<file path="src/rtl/hazard_stall_ctrl_pkg.sv">
// Shared encodings, shadow-slot type and hazard compare helpers for hazard_stall_ctrl.
package hazard_stall_ctrl_pkg;

  localparam logic [1:0] TUSE_NONE = 2'd3;
  localparam logic [1:0] TNEW_LINK = 2'd0;
  localparam logic [1:0] TNEW_ALU  = 2'd1;
  localparam logic [1:0] TNEW_LD   = 2'd2;

  typedef enum logic [1:0] {
    MD_NONE = 2'd0,
    MD_MULT = 2'd1,
    MD_DIV  = 2'd2,
    MD_ACC  = 2'd3
  } md_op_e;

  typedef struct packed {
    logic [4:0] a3;
    logic [1:0] tnew;
  } slot_t;

  function automatic logic [1:0] tnew_dec(input logic [1:0] t);
    return (t == 2'd0) ? 2'd0 : t - 2'd1;
  endfunction

  // A TUSE_NONE source can never lose this compare since Tnew tops out at 2.
  function automatic logic src_hazard(input logic [4:0] src, input logic [1:0] tuse,
                                      input slot_t e, input slot_t m);
    return (src != 5'd0) &&
           (((e.a3 == src) && (e.tnew > tuse)) || ((m.a3 == src) && (m.tnew > tuse)));
  endfunction

endpackage

</file>
<file path="src/rtl/hazard_stall_ctrl_mdu_busy_timer.sv">
// Multiply/divide busy counter: reloads when a start sits in the E slot, then counts down.
module mdu_busy_timer #(
  parameter int MULT_CYCLES = 5,
  parameter int DIV_CYCLES  = 10,
  parameter int CNT_W       = 4
) (
  input  logic clk,
  input  logic reset,
  input  logic start_e_i,
  input  logic div_e_i,
  output logic md_busy_o
);

  logic [CNT_W-1:0] cnt_q, cnt_d;

  always_comb begin
    cnt_d = cnt_q;
    if (start_e_i)
      cnt_d = div_e_i ? CNT_W'(DIV_CYCLES) : CNT_W'(MULT_CYCLES);
    else if (cnt_q != '0)
      cnt_d = cnt_q - CNT_W'(1);
  end

  always_ff @(posedge clk) begin
    if (reset) cnt_q <= '0;
    else       cnt_q <= cnt_d;
  end

  assign md_busy_o = (cnt_q != '0) | start_e_i;

endmodule

</file>
<file path="src/rtl/hazard_stall_ctrl.sv">
// Stall/bubble controller with E/M shadow slots; MDU busy stalling is built only when
// HZD_MDU_EN is defined.
module hazard_stall_ctrl
  import hazard_stall_ctrl_pkg::*;
#(
  parameter int MULT_CYCLES = 5,
  parameter int DIV_CYCLES  = 10,
  parameter int CNT_W       = 4
) (
  input  logic       clk,
  input  logic       reset,
  input  logic       flush,
  input  logic       D_valid,
  input  logic [4:0] D_rs,
  input  logic [4:0] D_rt,
  input  logic [1:0] D_tuse_rs,
  input  logic [1:0] D_tuse_rt,
  input  logic [4:0] D_a3,
  input  logic [1:0] D_tnew,
  input  logic [1:0] D_md_op,
  output logic       stall,
  output logic       E_clear,
  output logic       md_busy
);

  slot_t e_q, e_d, m_q, m_d;
  logic  haz_rs, haz_rt, haz_md, md_busy_w, stall_w;

  assign haz_rs = D_valid & src_hazard(D_rs, D_tuse_rs, e_q, m_q);
  assign haz_rt = D_valid & src_hazard(D_rt, D_tuse_rt, e_q, m_q);

`ifdef HZD_MDU_EN
  logic e_start_q, e_start_d, e_div_q, e_div_d;

  assign e_start_d = D_valid & ~stall_w & ~flush &
                     ((D_md_op == MD_MULT) | (D_md_op == MD_DIV));
  assign e_div_d   = (D_md_op == MD_DIV);

  always_ff @(posedge clk) begin
    if (reset) begin
      e_start_q <= 1'b0;
      e_div_q   <= 1'b0;
    end else begin
      e_start_q <= e_start_d;
      e_div_q   <= e_div_d;
    end
  end

  mdu_busy_timer #(
    .MULT_CYCLES(MULT_CYCLES),
    .DIV_CYCLES (DIV_CYCLES),
    .CNT_W      (CNT_W)
  ) u_mdu_timer (
    .clk      (clk),
    .reset    (reset),
    .start_e_i(e_start_q),
    .div_e_i  (e_div_q),
    .md_busy_o(md_busy_w)
  );

  assign haz_md = D_valid & (D_md_op != MD_NONE) & md_busy_w;
`else
  logic unused_md_op;
  assign unused_md_op = ^D_md_op;
  assign md_busy_w    = 1'b0;
  assign haz_md       = 1'b0;
`endif

  assign stall_w = haz_rs | haz_rt | haz_md;

  // A stalled D instruction must not enter E, so the E slot takes a bubble instead.
  always_comb begin
    e_d = stall_w ? '0 : '{a3: (D_valid ? D_a3 : 5'd0), tnew: D_tnew};
    m_d = '{a3: e_q.a3, tnew: tnew_dec(e_q.tnew)};
    if (flush) begin
      e_d = '0;
      m_d = '0;
    end
  end

  always_ff @(posedge clk) begin
    if (reset) begin
      e_q <= '0;
      m_q <= '0;
    end else begin
      e_q <= e_d;
      m_q <= m_d;
    end
  end

  assign stall   = stall_w & ~reset;
  assign E_clear = stall_w & ~reset;
  assign md_busy = md_busy_w & ~reset;

endmodule

</file>
<file path="config.mk">
export PLATFORM = sky130hd
export DESIGN_NAME = hazard_stall_ctrl
export DESIGN_NICKNAME = d
export VERILOG_FILES = /design/src/rtl/hazard_stall_ctrl_pkg.sv /design/src/rtl/hazard_stall_ctrl_mdu_busy_timer.sv /design/src/rtl/hazard_stall_ctrl.sv
export SDC_FILE = /design/constraint.sdc
export NUM_CORES = 1
export LEC_CHECK = 0
export ABC_AREA = 0
export BUFFER_PORTS_ARGS = -buffer_cell sky130_fd_sc_hd__buf_4
export CORE_MARGIN = 5
export CORE_UTILIZATION = 49
export CTS_CLUSTER_DIAMETER = 100
export CTS_CLUSTER_SIZE = 40
export DETAILED_ROUTE_END_ITERATION = 10
export PLACE_DENSITY = 0.78
export SYNTH_ARGS = -nofsm -noshare
export SYNTH_HDL_FRONTEND = slang
export SYNTH_SLANG_ARGS = --single-unit
</file>
<file path="constraint.sdc">
create_clock -name clk -period 2.3 [get_ports clk]
set_input_delay 0 -clock clk [delete_from_list [all_inputs] [get_ports clk]]
set_output_delay 0 -clock clk [all_outputs]
set_load 0.02 [all_outputs]
</file>
# Word level (Yosys, flattened, before mapping)
# Cells that the tools add are included.
# totals
reg_bits	14
inputBits	27
out_inout_bits	3
elab_cells	34
# op_classes
addsub	1
magnitude_cmp	4
eq_ne	4
n_bitwise	6
n_reduce_logical	15
# ops
op	n
$eq A5 B5 Y1	4
$reduce_bool A5 Y1	2
$gt A2 B2 Y1	4
$logic_and A1 B1 Y1	6
$reduce_or A3 Y1	2
$reduce_or A4 Y1	1
$and A1 B1 Y1	3
$logic_not A2 Y1	1
$logic_or A1 B1 Y1	2
$not A1 Y1	2
$reduce_or A2 Y1	1
$sub A2 B1 Y2 const B	1
$or A1 B1 Y1	1

# Logic depth before layout (Yosys ltp)
# logic_depth
word_depth	7
mapped_depth	8
mapped_depth_nobuf	7

# Worst setup path before layout
# OpenSTA, ideal clock, no wires.
# synth_path
path_type	register to output
startpoint	register e_q[0] (netlist name)
endpoint	output stall
t_arrival_ns	1.952
required_time_ns	2.300
slack_ns	0.348
path_stages_with_launch	9
path_buffers	1
path_cell_list	dfxtp_1 -> inv_1 -> ha_1 -> nand2_1 -> nand4_1 -> or4_4 -> a21oi_2 -> o21ba_1 -> buf_4
# synth_via
elab_chain_cells	7
word_cells_on_any_way	12
classes_between	order compare: 2; bitwise: 4; reduce/logical: 6
# synth_lines
item	line	text
start, declared	hazard_stall_ctrl.sv:26	slot_t e_q, e_d, m_q, m_d;
start signal, assigned	hazard_stall_ctrl.sv:83	e_q <= '0;
start signal, assigned	hazard_stall_ctrl.sv:86	e_q <= e_d;
$gt A2 B2 Y1	hazard_stall_ctrl_pkg.sv:29	(((e.a3 == src) && (e.tnew > tuse)) || ((m.a3 == src) && (m.tnew > tuse)));
$logic_and A1 B1 Y1	hazard_stall_ctrl_pkg.sv:29	
$logic_or A1 B1 Y1	hazard_stall_ctrl_pkg.sv:29	
$logic_and A1 B1 Y1	hazard_stall_ctrl_pkg.sv:28	return (src != 5'd0) &&
$and A1 B1 Y1, on equally long branches	hazard_stall_ctrl.sv:29, hazard_stall_ctrl.sv:30	
$or A1 B1 Y1 (*)	hazard_stall_ctrl.sv:69	assign stall_w = haz_rs | haz_rt | haz_md;
$and A1 B1 Y1 (*)	n/a	
end, declared	hazard_stall_ctrl.sv:21	output logic stall,
# Every way passes the cells marked *; elsewhere a longest branch is shown, timed or not.

# Final worst setup path
# layout_path
startpoint	register e_q[0] (netlist name)
endpoint	output stall
# layout_via
elab_chain_cells	7
word_cells_on_any_way	12
classes_between	order compare: 2; bitwise: 4; reduce/logical: 6
# layout_lines
item	line	text
$gt A2 B2 Y1	hazard_stall_ctrl_pkg.sv:29	
$logic_and A1 B1 Y1	hazard_stall_ctrl_pkg.sv:29	
$logic_or A1 B1 Y1	hazard_stall_ctrl_pkg.sv:29	
$logic_and A1 B1 Y1	hazard_stall_ctrl_pkg.sv:28	
$and A1 B1 Y1, on equally long branches	hazard_stall_ctrl.sv:29, hazard_stall_ctrl.sv:30	
$or A1 B1 Y1 (*)	hazard_stall_ctrl.sv:69	
$and A1 B1 Y1 (*)	hazard_stall_ctrl.sv:91	assign stall = stall_w & ~reset;
# Marks and branches as above.

==> impl_metrics.toml <==
[yosys]
ys_warn_count = 0
synth_seq_cells = 14
synth_top_area_share_pct = 30.5
syn_nets = 141
ys_seq_area_share_pct = 30.5
synthTopCellsByArea = "dfxtp_1, ha_1, xnor2_1"
synthCells = 105
synth_area_leader_cell = "dfxtp_1"
synth_area_um2 = 920
synth.avg_cell_area_um2 = 8.76
synth_cell_type_count = 23

[cells_and_area]
final_cell_mix = "buf_4, dfxtp_1, dlygate4sd3_1, xnor2_1"
diodes = 0
nFillCells = 136
finalNetCount = 183
final_core_utilization_pct = 74.2
layout.cells.non_filler = 170
final_common_cell = "buf_4"
post_route_cells_drive_above_1_share_pct = 26.2
multi_input_area_um2 = 606
syn_to_final_growth_pct = 42.3
regArea_um2 = 280

[route]
drt-total-wl_um = 2520
post-route-drc-count = 0
vias = 894
drt-initial-drc-count = 10
post_drt_wl_per_cell_um = 14.8
vias_per_cell = 5.26
ant_nets = 0
firstDrtPassIters = 4

[global_route]
met3_usage_pct = 4.79
grt_use_met2_pct = 32.4
grt_max_degree = 13
grt_pass1_vias = 822
grtUsageTotal_pct = 18.6
grt_overflow = 0
antenna_found_initial = 0
top_usage_layer = "met2"
use_met1_pct = 20.2
grt_pass1_wl_um = 3660

[floorplanning]
pin_count = 30
initial_core_util_pct = 52.1
die-width_um = 53.3
die-area_um2 = 2840
die_h_um = 53.3
core_um2 = 1760
fp-row-count = 15

[worst_setup_path]
crit_family = "simple AND/OR/NAND/NOR gates"
crit_fanout = 3
slowest_stage = "or4_4"
crit_arrival_ns = 2.23
worstSetupEndpoint = "stall"
crit_buf_inv = 2
rr_worst_depth = 7
slowest_delay_ns = 0.58
start_kind = "register"
critical_path.endpoint_type = "output port"
worstSetupPathType = "register to output port"
crit_cells = 8
required_ns = 2.30
r2r_slack_ns = 0.39
r2r_end = "e_q[3]"
r2r_start = "e_q[0]"
crit_chain = "inv_1, ha_1, nand2_1, nand4_1, or4_4, a21oi_4, o21ba_1, buf_4"
worstSetupStartpoint = "e_q[0]"

[clocking]
clk_pin_slew_ns = 0.08
clk-insertion-delay-late_ns = 0.28
cts_made_buffers = 3
cts_setup_buffers = 0
h-tree-depth = 1
clockBufferDepth = 2
root_buffer = "clkbuf_4"
cts_tree = "built"
cts_num_sinks = 14

[power]
p_total_mw = 0.516
power.leakage_nw = 0.574
ir_drop_mv = 0.310
power.density_nw_per_um2 = 394

[timing]
relSlewSlack_pct = 54.0
fmax_ghz = 0.449
tightestPinTransition_ns = 0.687
tns_ns = 0
maxSlewViolCount = 0
clock_skew_ns = 0.0101
finalCritPeriodShare_pct = 96.8
whs_ns = 0.0167
setup_viol = 0
fin_crit_ns = 2.23
hold_viol = 0

[worst_hold_path]
hold_class = "primary input to register"

[flow_run]
max-cap-violations = 0

[place]
dp_hpwl_um = 1840
place.gp.congestion = 0.804
portBuffers = 26
place_inst = 153

[outcome]
status = "completed"
[worst min path at each step]
stage,startpoint,end,slack [ns],cells after the start
2_1_floorplan,reset,m_q[1],0.08,1
6_report,D_valid,e_q[5],0.02,3
3_5_place_dp,flush,m_q[1],0.19,2
4_1_cts,D_valid,e_q[5],0.00001,3
5_1_grt,D_valid,e_q[5],0.002,3
3_3_place_gp,flush,m_q[1],0.19,2
[timing repair]
item                                   in CTS  in global routing
gates resized for setup                     0                  3
endpoints found under the hold margin       9                  0
setup endpoints to repair                   0                  2
hold buffers                               14                  0
[worst register-to-register path, stage by stage (launching register included)]
cell and delay, ns:
dfxtp_1 0.34, inv_1 0.08, ha_1 0.27, nand2_1 0.07, nand4_1 0.10, or4_4 0.58, a21oi_2 0.25, nor3_1 0.09
[routing by layer]
layer  share of wire (%)  wire length (um)  up-vias
met5                   0                 0        -
met4                 1.9                48        0
met3                 3.4                86        6
met2                  54              1370       24
met1                  40              1020      424
li1                    -                 -      440
[cell usage after synthesis, drive strengths merged]
master,n
a21oi,8
and2,5
buf,2
clkbuf,1
conb,1
dfxtp,14
ha,9
inv,9
nand2,6
nand3,5
nand4,4
nor2,3
nor3,7
nor4,2
o21ai,2
o21ba,1
or4,6
xnor2,12
xor2,8
[registers in the layout, summed over array words and instances, names as in the netlist]
signal	cells
m_q	7
e_q	7
[layout make-up]
cell class              instances  share of cell area (%)
flip-flops and latches         14                    21.4
inverters                       9                    2.58
repair buffers                 40                    25.6
well taps                      25                    2.39
multi-input cells              79                    46.3
clock buffers                   3                    1.72
[through the flow]
| stage | instance area [um2] | worst slack, ns |
|---|---|---|
| after global placement | 1130 | 0.418 |
| after CTS | 1290 | 0.0606 |
| after detailed placement | 1130 | 0.382 |
| after global routing | 1310 | -0.00843 |
| after floorplan | 920 | 0.348 |
| final | 1310 | 0.0736 |
[cell families after synthesis]
family / synth area share, %
compound gates: 8.16
xor+xnor: 19.0
fa+ha+maj: 12.2
buf+inv: 5.71
flops: 30.5
other cells: 0.408
simple gates: 23.9
[power by group]
part | internal (mW) | switching, mW
sequential | 0.248 | 0.00557
combinational | 0.0705 | 0.0564
clock | 0.0607 | 0.0745
total | 0.379 | 0.136
No activity file was read; power rests on OpenSTA's default activity.
